`config.mk`:
```
export PLATFORM = sky130hd
export DESIGN_NAME = output_buffer_ctrl_flat
export DESIGN_NICKNAME = d
export VERILOG_FILES = /design/src/rtl/output_buffer_ctrl_if.sv /design/src/rtl/output_buffer_ctrl.sv /design/src/flat_wrapper.sv
export SDC_FILE = /design/constraint.sdc
export NUM_CORES = 1
export LEC_CHECK = 0
export CAP_MARGIN = 20
export CORE_MARGIN = 3
export CORE_UTILIZATION = 38
export CTS_CLUSTER_SIZE = 16
export DETAILED_ROUTE_END_ITERATION = 16
export GPL_ROUTABILITY_DRIVEN = 0
export PLACE_DENSITY = 0.87
export SYNTH_ARGS = -nofsm -noshare
export SYNTH_HDL_FRONTEND = slang
export SYNTH_SLANG_ARGS = --single-unit
```
`constraint.sdc`:
```
create_clock -name clk -period 6.1 [get_ports clk]
set_clock_uncertainty 0.2 [all_clocks]
set_input_delay 1.22 -clock clk [delete_from_list [all_inputs] [get_ports clk]]
set_output_delay 1.22 -clock clk [all_outputs]
set_load 0.02 [all_outputs]
```
`src/rtl/output_buffer_ctrl_if.sv`:
```
// rtl/output_buffer_ctrl_if.sv - tile control, fill, buffer and external-stream signals of the output buffer sequencer
// master: tile issuer, array, buffer and consumer side; slave: the controller.
interface output_buffer_ctrl_if #(
   parameter int AW = 4,
   parameter int DW = 32
);
   logic          start;
   logic [AW:0]   tile_len;
   logic          res_valid;
   logic [DW-1:0] res_data;
   logic          res_ready;
   logic [DW-1:0] buf_store_data;
   logic [AW-1:0] buf_store_addr;
   logic          buf_store_en;
   logic [AW-1:0] buf_send_addr;
   logic          buf_send_en;
   logic [DW-1:0] buf_res;
   logic          ext_valid;
   logic [DW-1:0] ext_data;
   logic          ext_ready;
   logic          busy;
   logic          tile_done;

   modport master (
      output start, tile_len, res_valid, res_data, buf_res, ext_ready,
      input  res_ready, buf_store_data, buf_store_addr, buf_store_en,
             buf_send_addr, buf_send_en, ext_valid, ext_data, busy, tile_done
   );

   modport slave (
      input  start, tile_len, res_valid, res_data, buf_res, ext_ready,
      output res_ready, buf_store_data, buf_store_addr, buf_store_en,
             buf_send_addr, buf_send_en, ext_valid, ext_data, busy, tile_done
   );
endinterface

```
`src/rtl/output_buffer_ctrl.sv`:
```
// rtl/output_buffer_ctrl.sv - fill/drain sequencer for the output result buffer
// Optional status outputs (occupancy, proto_err) under OUTPUT_BUFFER_CTRL_STATUS_EN.
module output_buffer_ctrl #(
   parameter int DEPTH = 16,
   parameter int AW    = 4,
   parameter int DW    = 32
) (
   input  logic                 clk,
   input  logic                 rst,
   output_buffer_ctrl_if.slave  bus
`ifdef OUTPUT_BUFFER_CTRL_STATUS_EN
   ,
   output logic [AW:0]          occupancy,
   output logic                 proto_err
`endif
);
   typedef enum logic [1:0] {IDLE, ACTIVE, DONE} state_t;

   localparam logic [AW:0] DEPTH_L = DEPTH[AW:0];
   localparam logic [AW:0] ONE     = {{AW{1'b0}}, 1'b1};

   state_t      state_q, state_d;
   logic [AW:0] wr_ptr_q, wr_ptr_d;
   logic [AW:0] rd_ptr_q, rd_ptr_d;
   logic [AW:0] rd_issued_q, rd_issued_d;
   logic [AW:0] len_q, len_d;
   logic        ext_valid_q, ext_valid_d;
   logic        tile_done_q, tile_done_d;
   logic        busy_q, busy_d;
   logic        res_ready_c, store_en_c, send_en_c, hs_c;
   logic [AW:0] avail_c;
`ifdef OUTPUT_BUFFER_CTRL_STATUS_EN
   logic        proto_err_q, proto_err_d;
`endif

   always_comb begin
      state_d     = state_q;
      wr_ptr_d    = wr_ptr_q;
      rd_ptr_d    = rd_ptr_q;
      rd_issued_d = rd_issued_q;
      len_d       = len_q;

      res_ready_c = (state_q == ACTIVE) && (wr_ptr_q < len_q);
      store_en_c  = bus.res_valid && res_ready_c;
      // Only entries written on an earlier edge are readable, so a read never races its own write.
      avail_c     = wr_ptr_q - rd_issued_q;
      send_en_c   = (state_q == ACTIVE) && (avail_c != '0) && (rd_issued_q < len_q) &&
                    (!ext_valid_q || bus.ext_ready);
      hs_c        = ext_valid_q && bus.ext_ready;

      unique case (state_q)
         IDLE: begin
            if (bus.start) begin
               len_d       = (bus.tile_len > DEPTH_L) ? DEPTH_L : bus.tile_len;
               wr_ptr_d    = '0;
               rd_ptr_d    = '0;
               rd_issued_d = '0;
               state_d     = (bus.tile_len == '0) ? DONE : ACTIVE;
            end
         end
         ACTIVE: begin
            if (store_en_c) wr_ptr_d = wr_ptr_q + ONE;
            if (send_en_c)  rd_issued_d = rd_issued_q + ONE;
            if (hs_c) begin
               rd_ptr_d = rd_ptr_q + ONE;
               if (rd_ptr_q + ONE == len_q) state_d = DONE;
            end
         end
         DONE:    state_d = IDLE;
         default: state_d = IDLE;
      endcase

      // The registered buffer read lands one cycle after the send strobe, alongside ext_valid.
      if (send_en_c)          ext_valid_d = 1'b1;
      else if (bus.ext_ready) ext_valid_d = 1'b0;
      else                    ext_valid_d = ext_valid_q;

      tile_done_d = (state_d == DONE);
      busy_d      = (state_d != IDLE);

`ifdef OUTPUT_BUFFER_CTRL_STATUS_EN
      proto_err_d = proto_err_q ||
                    (bus.res_valid && ((state_q != ACTIVE) || (wr_ptr_q == len_q)));
`endif
   end

   always_ff @(posedge clk) begin
      if (rst) begin
         state_q     <= IDLE;
         wr_ptr_q    <= '0;
         rd_ptr_q    <= '0;
         rd_issued_q <= '0;
         len_q       <= '0;
         ext_valid_q <= 1'b0;
         tile_done_q <= 1'b0;
         busy_q      <= 1'b0;
      end else begin
         state_q     <= state_d;
         wr_ptr_q    <= wr_ptr_d;
         rd_ptr_q    <= rd_ptr_d;
         rd_issued_q <= rd_issued_d;
         len_q       <= len_d;
         ext_valid_q <= ext_valid_d;
         tile_done_q <= tile_done_d;
         busy_q      <= busy_d;
      end
   end

`ifdef OUTPUT_BUFFER_CTRL_STATUS_EN
   always_ff @(posedge clk) begin
      if (rst) proto_err_q <= 1'b0;
      else     proto_err_q <= proto_err_d;
   end

   assign occupancy = wr_ptr_q - rd_ptr_q;
   assign proto_err = proto_err_q;
`endif

   assign bus.res_ready      = res_ready_c;
   assign bus.buf_store_data = bus.res_data;
   assign bus.buf_store_addr = wr_ptr_q[AW-1:0];
   assign bus.buf_store_en   = store_en_c;
   assign bus.buf_send_addr  = rd_issued_q[AW-1:0];
   assign bus.buf_send_en    = send_en_c;
   assign bus.ext_valid      = ext_valid_q;
   assign bus.ext_data       = bus.buf_res;
   assign bus.busy           = busy_q;
   assign bus.tile_done      = tile_done_q;
endmodule
```
`src/flat_wrapper.sv`:
```
// flat-port wrapper written by rule: the top's interface ports become plain ports
module output_buffer_ctrl_flat 
#(
   parameter int DEPTH = 16,
   parameter int AW    = 4,
   parameter int DW    = 32
)
  (clk, rst, bus_start, bus_tile_len, bus_res_valid, bus_res_data, bus_buf_res, bus_ext_ready, bus_res_ready, bus_buf_store_data, bus_buf_store_addr, bus_buf_store_en, bus_buf_send_addr, bus_buf_send_en, bus_ext_valid, bus_ext_data, bus_busy, bus_tile_done);
  output_buffer_ctrl_if #(.AW(AW), .DW(DW)) bus_i ();
  input  logic clk;
  input  logic rst;
  input wire logic [$bits(bus_i.start)-1:0] bus_start;
  input wire logic [$bits(bus_i.tile_len)-1:0] bus_tile_len;
  input wire logic [$bits(bus_i.res_valid)-1:0] bus_res_valid;
  input wire logic [$bits(bus_i.res_data)-1:0] bus_res_data;
  input wire logic [$bits(bus_i.buf_res)-1:0] bus_buf_res;
  input wire logic [$bits(bus_i.ext_ready)-1:0] bus_ext_ready;
  output wire logic [$bits(bus_i.res_ready)-1:0] bus_res_ready;
  output wire logic [$bits(bus_i.buf_store_data)-1:0] bus_buf_store_data;
  output wire logic [$bits(bus_i.buf_store_addr)-1:0] bus_buf_store_addr;
  output wire logic [$bits(bus_i.buf_store_en)-1:0] bus_buf_store_en;
  output wire logic [$bits(bus_i.buf_send_addr)-1:0] bus_buf_send_addr;
  output wire logic [$bits(bus_i.buf_send_en)-1:0] bus_buf_send_en;
  output wire logic [$bits(bus_i.ext_valid)-1:0] bus_ext_valid;
  output wire logic [$bits(bus_i.ext_data)-1:0] bus_ext_data;
  output wire logic [$bits(bus_i.busy)-1:0] bus_busy;
  output wire logic [$bits(bus_i.tile_done)-1:0] bus_tile_done;
  assign bus_i.start = bus_start;
  assign bus_i.tile_len = bus_tile_len;
  assign bus_i.res_valid = bus_res_valid;
  assign bus_i.res_data = bus_res_data;
  assign bus_i.buf_res = bus_buf_res;
  assign bus_i.ext_ready = bus_ext_ready;
  assign bus_res_ready = bus_i.res_ready;
  assign bus_buf_store_data = bus_i.buf_store_data;
  assign bus_buf_store_addr = bus_i.buf_store_addr;
  assign bus_buf_store_en = bus_i.buf_store_en;
  assign bus_buf_send_addr = bus_i.buf_send_addr;
  assign bus_buf_send_en = bus_i.buf_send_en;
  assign bus_ext_valid = bus_i.ext_valid;
  assign bus_ext_data = bus_i.ext_data;
  assign bus_busy = bus_i.busy;
  assign bus_tile_done = bus_i.tile_done;
  output_buffer_ctrl #(.DEPTH(DEPTH), .AW(AW), .DW(DW)) u_core (.clk(clk), .rst(rst), .bus(bus_i));
endmodule
```
* Word-level counts from Yosys, hierarchy flattened
Cells that the tools add are included.
Operators by class: add/subtract/negate cells 4, order comparisons 3, eq/ne operators 7, mux-type cells 15, reductions and logical operators 18
Operators by type and width (number):
- $pmux W5 S2 | 3
- $mux W5 | 5
- $add A5 B1 Y5 const B | 3
- $lt A5 B5 Y1 | 2
- $reduce_and A3 Y1 | 3
- $mux W2 | 4
- $logic_and A1 B1 Y1 | 6
- $ne A2 B2 Y1 const B | 3
- $reduce_bool A2 Y1 | 3
- $eq A5 B5 Y1 | 1
- $gt A5 B5 Y1 const B | 1
- $logic_not A5 Y1 | 1
- $reduce_bool A5 Y1 | 1
- $sub A5 B5 Y5 | 1
- $pmux W2 S2 | 1
- $eq A2 B1 Y1 const B | 1
- $eq A2 B2 Y1 const B | 1
- $logic_not A2 Y1 | 1
- $mux W1 | 2
- $ne A2 B1 Y1 const B | 1
- $reduce_and A2 Y1 | 1
- $logic_not A1 Y1 | 1
- $logic_or A1 B1 Y1 | 1
Storage, ports and cells: register bits 25, input port bits 74, output and inout port bits 78

* Longest topological paths before layout
word-level depth 7, gate-level depth with buffers 8, gate-level depth less buffers 8

* Least setup slack after synthesis
OpenSTA, ideal clock, no wires.
kind input-to-output, from in bus_ext_ready, to out bus_buf_send_en, data arrival time 1.965 ns, required time 4.680 ns, path slack 2.715 ns, stages 4, cell sequence and2b_2 nor3_1 nand2_2 inv_1
On the way: longest elaborated chain between the ends 2
Ends and longest elaborated chain:
- start: declaration | line flat_wrapper.sv:17 | input wire logic [$bits(bus_i.ext_ready)-1:0] bus_ext_ready;
- $logic_or A1 B1 Y1 | line output_buffer_ctrl.sv:48 | (!ext_valid_q || bus.ext_ready);
- $logic_and A1 B1 Y1 | line output_buffer_ctrl.sv:47 | send_en_c = (state_q == ACTIVE) && (avail_c != '0) && (rd_issued_q < len_q) &&
- end: declaration | line flat_wrapper.sv:23 | output wire logic [$bits(bus_i.buf_send_en)-1:0] bus_buf_send_en;
Every way passes these cells.

* Worst setup path after layout
Ends and elaborated chain as after synthesis.

==> flow_summary.toml <==
[final_layout]
drive_gt1_frac = 0.0550
area.growth.synth_to_final_pct = -9.49
nets = 308
final_core_util = 0.365
antenna_cells = 0
nFillCells = 554

[yosys]
synth_compound_area_frac = 0.121
syn_avg_cell_area_um2 = 7.98
synthArstFlopShare = 0
synth_area_leaders = "buf_4 (25%), dfxtp_1 (24%), ha_1 (8.8%)"
synthDistinctLibCells = 41
yosysTopAreaCell = "buf_4"
yosysMostFrequentCell = "buf_4"
yosysSeqAreaShare = 0.236
ys_ff_latch = 25
yosys.area_share.simple = 0.205
synth_top_flop_cell = "dfxtp_1"
yosys.area.top_type_share = 0.255
synth_top_family_by_area = "buffers and inverters"
netlist_area_mm2 = 0.00212
synth.mux.area_fraction = 0.0242
synth_fa_ha_area_frac = 0.0884
syn_inst = 266
syn_nets = 355
synth_xor_area_frac = 0.0330
yosysWarningCount = 0
synth_edf_count = 0
synth_commonest_cells = "buf_4 (72), dfxtp_1 (25), nor2_1 (20), a21oi_1 (18), nand2_1 (18)"

[power]
p_leak_nw = 0.711
power-per-cell-area_mw_per_mm2 = 164
vdd_drop_max_v = 0.0000909

[global_route]
grt_pass1_wl_um = 6580
antenna_found_initial = 0
overflow = 0
grt_usage = 0.127
grt_max_degree = 27
grt_pass1_vias = 1401

[run]
maxCapViolations = 0

[clock_network]
tritoncts = "done"
clk_pin_slew_ns = 0.08
cts_max_path_buffers = 2
cts-root-buf = "clkbuf_8"
postCtsSetupBuffers = 0
clock-sinks = 25
cts_hold_buf = 0
insertion_delay_ns = 0.27
htree_num_levels = 1
cts_made_buffers = 3
post_cts_resized = 0

[drt]
first_iter_violations = 93
ant_nets = 0
drt_wl_total_um = 3970
vias_per_cell = 5.24
dr_total_vias = 1508
firstDrtPassIters = 4
wl_per_cell_um = 13.8
drc_errors = 0

[sta]
tightest_slew_ns = 0.518
fmax_mhz = 221
finalCritPeriodShare = 0.741
fin_setup_tns_ns = 0
hold_viol_final = 0
rsz0062_at_grt = "no"
max_slew_margin = 0.655
drv_slew = 0
setup_viol = 0
fin_crit_ns = 4.52

[outcome]
outcome = "completed"

[setup_path]
cpPeakStageDelay_ns = 0.59
crit_fanout = 4
endpoint = "bus_buf_send_en"
crit-reg2reg-launch = "u_core.rd_issued_q[2]"
critical_path.startpoint = "bus_ext_ready"
worst_ep_arrival_time_ns = 3.10
critical_path_class = "input pin to output pin"
crit_cells = 6
cp.required_ns = 4.68
rr_worst_depth = 8
end_kind = "output pin"
path_delay_family = "buffers and inverters"
cp_common_cell = "clkdlybuf4s50_1"
cp_slowest_cell = "clkdlybuf4s50_1"
rrSetupSlack_ns = 3.43
r2r_end = "u_core.rd_issued_q[1]"
start_kind = "input pin"
cp_cell_sequence = "clkdlybuf4s50_1, and2b_2, nor3_1, nand2_2, inv_1, clkdlybuf4s50_1"
crit_buf_inv = 3

[placed_design]
dp_hpwl_um = 3050
io_buffers = 23

[floorplan]
die_width_um = 80.8
dieArea_mm2 = 0.00652
start_util = 0.403
io_pins = 152
core_area_mm2 = 0.00527
num_rows = 26
fp.dieH_um = 80.8

[min_path]
hp-class = "flip-flop to flip-flop"
worstHoldStart = "u_core.len_q[3]"
flip-flops by register name (all words and copies together), names as in the netlist:
register and cells:
u_core.len_q 5, u_core.rd_issued_q 5, u_core.rd_ptr_q 5, u_core.wr_ptr_q 5
u_core.state_q 2, u_core.bus.busy 1, u_core.bus.ext_valid 1, u_core.bus.tile_done 1
layout make-up:
type,instances,area [um^2],share of cell area
multi-input cells,153,1000,0.521
flip-flops and latches,25,500,0.260
repair buffers,24,238,0.124
well taps,70,87.6,0.0456
inverters,12,45.0,0.0234
clock buffers,3,41.3,0.0215
clock inverters,1,7.51,0.00391
routing by layer:
layer,up-vias,GRT usage,share of wire
met5,-,0,0
met4,0,0.0524,0.017
met3,10,0.0322,0.093
met2,76,0.181,0.40
met1,691,0.181,0.49
li1,731,-,-
worst min path at each step:
stage | end | cells after the start
final | u_core.len_q[3] | 2
after floorplan | u_core.len_q[1] | 2
after global routing | u_core.len_q[1] | 2
after global placement | u_core.len_q[4] | 2
after CTS | u_core.len_q[1] | 2
after detailed placement | u_core.len_q[1] | 2
cells by family (layout without fill, tap and decap cells):
logic type	count (synthesis)	count (layout)
compound gates	41	41
fa+ha+maj	15	15
simple gates	84	84
buf+inv	88	40
flops	25	25
xor+xnor	8	8
mux	5	5
power breakdown:
group	switching [W]	internal, W	total, W
logic	0.0000252	0.0000198	0.0000450
registers	0.00000324	0.000166	0.000169
clock network	0.0000537	0.0000463	0.000100
worst reg2reg max path, cell delays in order (launching register included):
cell	delay [ns]
dfxtp_1	0.44
inv_1	0.10
ha_1	0.32
or3b_2	0.47
o22ai_1	0.19
a32oi_2	0.12
a21oi_1	0.34
mux2_1	0.36
nor2_1	0.08
metrics by stage:
step | hold WS [ns] | cells | worst slack (ns) | instance area, um^2 | power (W)
finish | 0.304 | 288 | 1.58 | 1920 | 0.000314
detailed placement | 0.283 | 284 | 1.61 | 1870 | 0.000218
global placement | 0.277 | 284 | 1.63 | 1870 | 0.000216
floorplan | 0.255 | 266 | 2.72 | 2120 | 0.000263
global route | 0.319 | 288 | 1.50 | 1920 | 0.000329
CTS | 0.297 | 288 | 1.59 | 1920 | 0.000316
placed cells by master, fill, tap and decap left out, types with 2 or more instances in the layout:
master,instances
clkdlybuf4s50_1,23
a21oi_1,18
nand3b_1,5
o21ai_0,9
nor2_1,20
nand4_1,2
nand3_1,7
a22oi_1,2
o211ai_1,2
mux2i_1,4
nor3_1,7
inv_1,12
nand2_1,18
xnor2_1,6
clkbuf_8,3
nor2b_1,2
xor2_1,2
or3_1,6
and2b_2,2
ha_1,15
nand2b_1,4
and2_1,5
dfxtp_1,25
o2111ai_1,2
Power figures use the tool's default switching activity.
==> RTL edit 1 (same flow settings) <==
`DW` is set to 32 in 3 places; all go to 64.
--- a/src/rtl/output_buffer_ctrl_if.sv
+++ b/src/rtl/output_buffer_ctrl_if.sv
@@ -3,5 +3,5 @@
 interface output_buffer_ctrl_if #(
    parameter int AW = 4,
-   parameter int DW = 32
+   parameter int DW = 64
 );
    logic          start;
--- a/src/rtl/output_buffer_ctrl.sv
+++ b/src/rtl/output_buffer_ctrl.sv
@@ -4,5 +4,5 @@
    parameter int DEPTH = 16,
    parameter int AW    = 4,
-   parameter int DW    = 32
+   parameter int DW    = 64
 ) (
    input  logic                 clk,
--- a/src/flat_wrapper.sv
+++ b/src/flat_wrapper.sv
@@ -4,5 +4,5 @@
    parameter int DEPTH = 16,
    parameter int AW    = 4,
-   parameter int DW    = 32
+   parameter int DW    = 64
 )
   (clk, rst, bus_start, bus_tile_len, bus_res_valid, bus_res_data, bus_buf_res, bus_ext_ready, bus_res_ready, bus_buf_store_data, bus_buf_store_addr, bus_buf_store_en, bus_buf_send_addr, bus_buf_send_en, bus_ext_valid, bus_ext_data, bus_busy, bus_tile_done);
Interface: changed (resized bus_buf_res, bus_buf_store_data, bus_ext_data and bus_res_data); port bits go from 152 to 280. No check against the original RTL was run, so the function may have changed too.
==> RTL edit 1 against the unedited design <==
Design area about the same. Sequential cell count did not move. Sequential power barely moved. Via count grew 5.4%. Setup slack better by 0.0044 ns. Die area increased by 21%. Area after synthesis grew 23%. Maximum frequency hardly changed. Total power decreased by 0.94%. Routed wire length grew 34%. Global-route usage fell by 0.084 points. Count of clock-buffer cells in the layout stayed put. Combinational power decreased by 2%.
==> RTL edit 1: results <==
group,metric,value,unit
synth,fraction_of_synthesis_flops_using_an_asynchronous_set_or_reset_pin,0,%
clock_tree,cts_max_path_bufs,2,
pwr,clock_power_share,31.5,%
grt,number_of_global_route_vias_before_repair,1576,
worst_hold_path,hold_path_end,"u_core.len_q[4]$_SDFFE_PP0P_",
detailed_routing,length_of_routed_met3_wiring,772,um
final_layout,final.fill_count,665,
detailed_routing,wl_per_cell,18.07,um
final_layout,final_net_count,371,
placement,half_perimeter_wire_length_after_detailed_placement,4.439,mm
worst_hold_path,start_point_of_the_worst_hold_path,"u_core.len_q[4]$_SDFFE_PP0P_",
timing,clock.fmax,0.2213,GHz
synth,mappedNetlistNets,483,
pwr,cellLeakagePower,0.7101,nW
critical_path,setup_slack_of_the_most_critical_reg_to_reg_path,3.44,ns
synth,synth.top_cells.by_count,"sky130_fd_sc_hd__buf_4, sky130_fd_sc_hd__dfxtp_1, sky130_fd_sc_hd__nor2_1",
detailed_routing,drt-vias-per-instance,5.405,
final_layout,final-instance-count-excl-fill,294,
clock_tree,cts_max_level,1,
synth,ys_seq_area_share,19.22,%
final_layout,final_layout_size_suffix_gt1_share,5.069,%
clock_tree,worst_skew_pair.late_latency,0.27,ns
detailed_routing,initialDrtViolationCount,55,
status,result_of_the_run,"complete, no violations",
synth,synth_area_leaders,"sky130_fd_sc_hd__buf_4, sky130_fd_sc_hd__dfxtp_1, sky130_fd_sc_hd__ha_1, sky130_fd_sc_hd__a21oi_1, sky130_fd_sc_hd__nor2_1",
grt,grt_first_pass_wirelength,7.741,mm
synth,netlist_instances,330,
critical_path,r2r.worst_path.cells,8,
pwr,worst_ir_drop_vdd,0.1026,mV
timing,maxSlewHeadroom,38.95,%
grt,combined_global_route_utilization_of_all_metal_layers,12.63,%
grt,grt_overflow,0,
placement,dpl-instance-area,1874,um^2
detailed_routing,route.met2.wl,2.667,mm
placement,place_worst_setup_slack,1.571,ns
detailed_routing,met1Wirelength,1.725,mm
-- RTL edit 1: cell types whose count changed in the layout (fill, tap and decap cells not counted), sizes merged --
cell and delta:
buf -1, clkinv +1, clkinvlp -1
-- RTL edit 1: cells by family (layout without fill, tap and decap cells) --
kind of cell | after synthesis | in the layout | share of synthesized area, %
buffers and inverters | 152 | 39 | 42.29
AND/OR/NAND/NOR | 84 | 84 | 16.72
AO/OA/AOI/OAI | 41 | 41 | 9.900
flip-flops | 25 | 25 | 19.22
adder cells (fa/ha/maj) | 15 | 15 | 7.208
XOR/XNOR | 8 | 8 | 2.691
multiplexers | 5 | 5 | 1.970
-- RTL edit 1: how the worst max path moves through the flow --
stage,startpoint,endpoint,cells past startpoint
final,bus_ext_ready,bus_buf_send_en,6
after global routing,bus_ext_ready,bus_buf_send_en,6
after CTS,bus_ext_ready,bus_buf_send_en,6
after detailed placement,bus_ext_ready,bus_buf_send_en,6
after global placement,bus_ext_ready,bus_buf_send_en,6
after floorplan,bus_ext_ready,bus_buf_send_en,4
-- RTL edit 1: tightest hold or removal path, stage by stage, from the launching register on --
cell and delay [ns]:
sky130_fd_sc_hd__dfxtp_1 0.34, sky130_fd_sc_hd__nand2_1 0.06, sky130_fd_sc_hd__a21oi_1 0.06
-- RTL edit 1: routing by layer --
metal | track usage [%] | vias to the layer above
li1 | - | 728
met1 | 11.64 | 708
met2 | 22.67 | 122
met3 | 6.425 | 31
met4 | 6.456 | 0
met5 | 0 | -
-- RTL edit 1: area by class of cell --
type	count	area (um^2)	area share, %
multi-input combinational	153	1002	52.18
timing repair buffer	23	230.2	11.99
tap	77	96.34	5.016
inverter	12	45.04	2.345
clock buffer	3	41.29	2.150
clock inverter	1	5.005	0.2606
sequential	25	500.5	26.06
==> RTL edit 2 (same settings) <==
Without the edit above. The 3 states of `state_t` get a one-hot encoding in 3 bits.
--- a/src/rtl/output_buffer_ctrl.sv
+++ b/src/rtl/output_buffer_ctrl.sv
@@ -15,5 +15,5 @@
 `endif
 );
-   typedef enum logic [1:0] {IDLE, ACTIVE, DONE} state_t;
+   typedef enum logic [2:0] {IDLE = 3'b001, ACTIVE = 3'b010, DONE = 3'b100} state_t;
 
    localparam logic [AW:0] DEPTH_L = DEPTH[AW:0];
Function: same outputs for any inputs over 10 cycles, from zero or initial values and one cycle with rst high; not proved beyond that.
==> RTL edit 2 against the unedited design <==
Routed wire length fell by 9.2%. Synthesized cell count fell by 1.1%. Global-route usage fell by 0.98 points. Setup slack improved by 0.19 ns. Register-to-register slack improved by 0.12 ns. Count of clock-buffer cells in the layout did not move. First-iteration DRC count fell by 27%. Area after synthesis fell by 0.94%. Total power rose by 0.36%. Clock power fell by 4%. Sequential cell count rose by 1. Design area fell by 0.39%. Critical path type unchanged. Largest cell class unchanged. Largest power group unchanged. Highest routed layer unchanged.
==> RTL edit 2: results <==
group,metric,value,unit
final_layout,final_core_util,36.55,%
placement,half_perimeter_wire_length_after_detailed_placement,2.844,mm
detailed_routing,initialDrtViolationCount,68,
status,result_of_the_run,"complete, no violations",
final_layout,multi_input_gates,145,
grt,grt_max_degree,23,
timing,tightestPinTransition,0.8326,ns
pwr,worst_ir_drop_vdd,0.07518,mV
pwr,internal_power,237.3,uW
grt,grt_use_met2,19.78,%
final_layout,sequential_cell_area,520.5,um^2
detailed_routing,met1Wirelength,1.572,mm
placement,place_worst_setup_slack,1.773,ns
detailed_routing,wl_per_cell,12.69,um
detailed_routing,route.met2.wl,1.678,mm
synth,ys_seq_area_share,24.75,%
pwr,power_frac_comb,13.1,%
final_layout,final_layout_size_suffix_gt1_share,2.336,%
synth,synth_area_leaders,"sky130_fd_sc_hd__buf_4, sky130_fd_sc_hd__dfxtp_1, sky130_fd_sc_hd__ha_1, sky130_fd_sc_hd__a21oi_1, sky130_fd_sc_hd__nor2_1",
pwr,comb_power,41.5,uW
critical_path,worstPathMaxFanout,5,
synth,mappedNetlistNets,352,
grt,number_of_global_route_vias_before_repair,1425,
grt,grt.met1_usage,13.61,%
grt,grt_first_pass_wirelength,6.196,mm
synth,netlist-cell-type-count,40,
clock_tree,cts_max_level,1,
final_layout,num_antenna_cells,0,
grt,number_of_antenna_violations_at_the_first_check_in_global_routing,0,
synth,fraction_of_synthesis_flops_using_an_asynchronous_set_or_reset_pin,0,%
placement,dpl-instance-area,1873,um^2
placement,numPlacedInstances,281,
clock_tree,cts-buffers-inserted,3,
worst_hold_path,hold_class,"flop to flop",
final_layout,final_net_count,305,
critical_path,worst-endpoint-arrival,2.91,ns
clock_tree,postCtsSetupRepairBufs,0,
final_layout,multi_input_gate_area_in_the_final_layout,967.2,um^2
synth,synth.top_cells.by_count,"sky130_fd_sc_hd__buf_4, sky130_fd_sc_hd__dfxtp_1, sky130_fd_sc_hd__a21oi_1",
final_layout,inv_count,16,
grt,global_route.usage.met3,3.139,%
pwr,cellLeakagePower,0.6897,nW
detailed_routing,detailroute.via_count,1477,
final_layout,final.fill_count,524,
synth,synth.ff_latch_count,26,
synth,netlist_instances,263,
synth,synth_flop_cell,"sky130_fd_sc_hd__dfxtp_1",
pwr,pg_clk,96.0,uW
grt,combined_global_route_utilization_of_all_metal_layers,11.73,%
final_layout,clock_tree_area_fraction,2.157,%
detailed_routing,drt-vias-per-instance,5.201,
critical_path,critPathMaxStageDelay,0.62,ns
floorplanning,core_area,5238,um^2
final_layout,signal_buffer_area_fraction,12.42,%
detailed_routing,length_of_routed_met3_wiring,260,um
[RTL edit 2: cell count changes in the layout (fill, tap and decap cells not counted), sizes merged, moves of 3 or more]
cell	delta
nor3	-6
inv	+4
nand2	-4
a31oi	+4
mux2i	-4
nor2	-3
[RTL edit 2: final timing paths]
kind / cells after the start / from / endpoint / slack, ns
setup / recovery: 5 / bus_res_valid / bus_buf_store_en / 1.77
hold reg to reg: 2 / u_core.len_q[3]$_SDFFE_PP0P_ / u_core.len_q[3]$_SDFFE_PP0P_ / 0.29
setup reg to reg: 7 / u_core.len_q[1]$_SDFFE_PP0P_ / u_core.rd_issued_q[1]$_SDFFE_PP0P_ / 3.55
hold / removal: 2 / u_core.len_q[3]$_SDFFE_PP0P_ / u_core.len_q[3]$_SDFFE_PP0P_ / 0.29
[RTL edit 2: cell families after synthesis]
family / synth area share [%]
fa+ha+maj: 8.923
flops: 24.75
simple gates: 18.80
buf+inv: 29.27
compound gates: 13.68
xor+xnor: 4.580
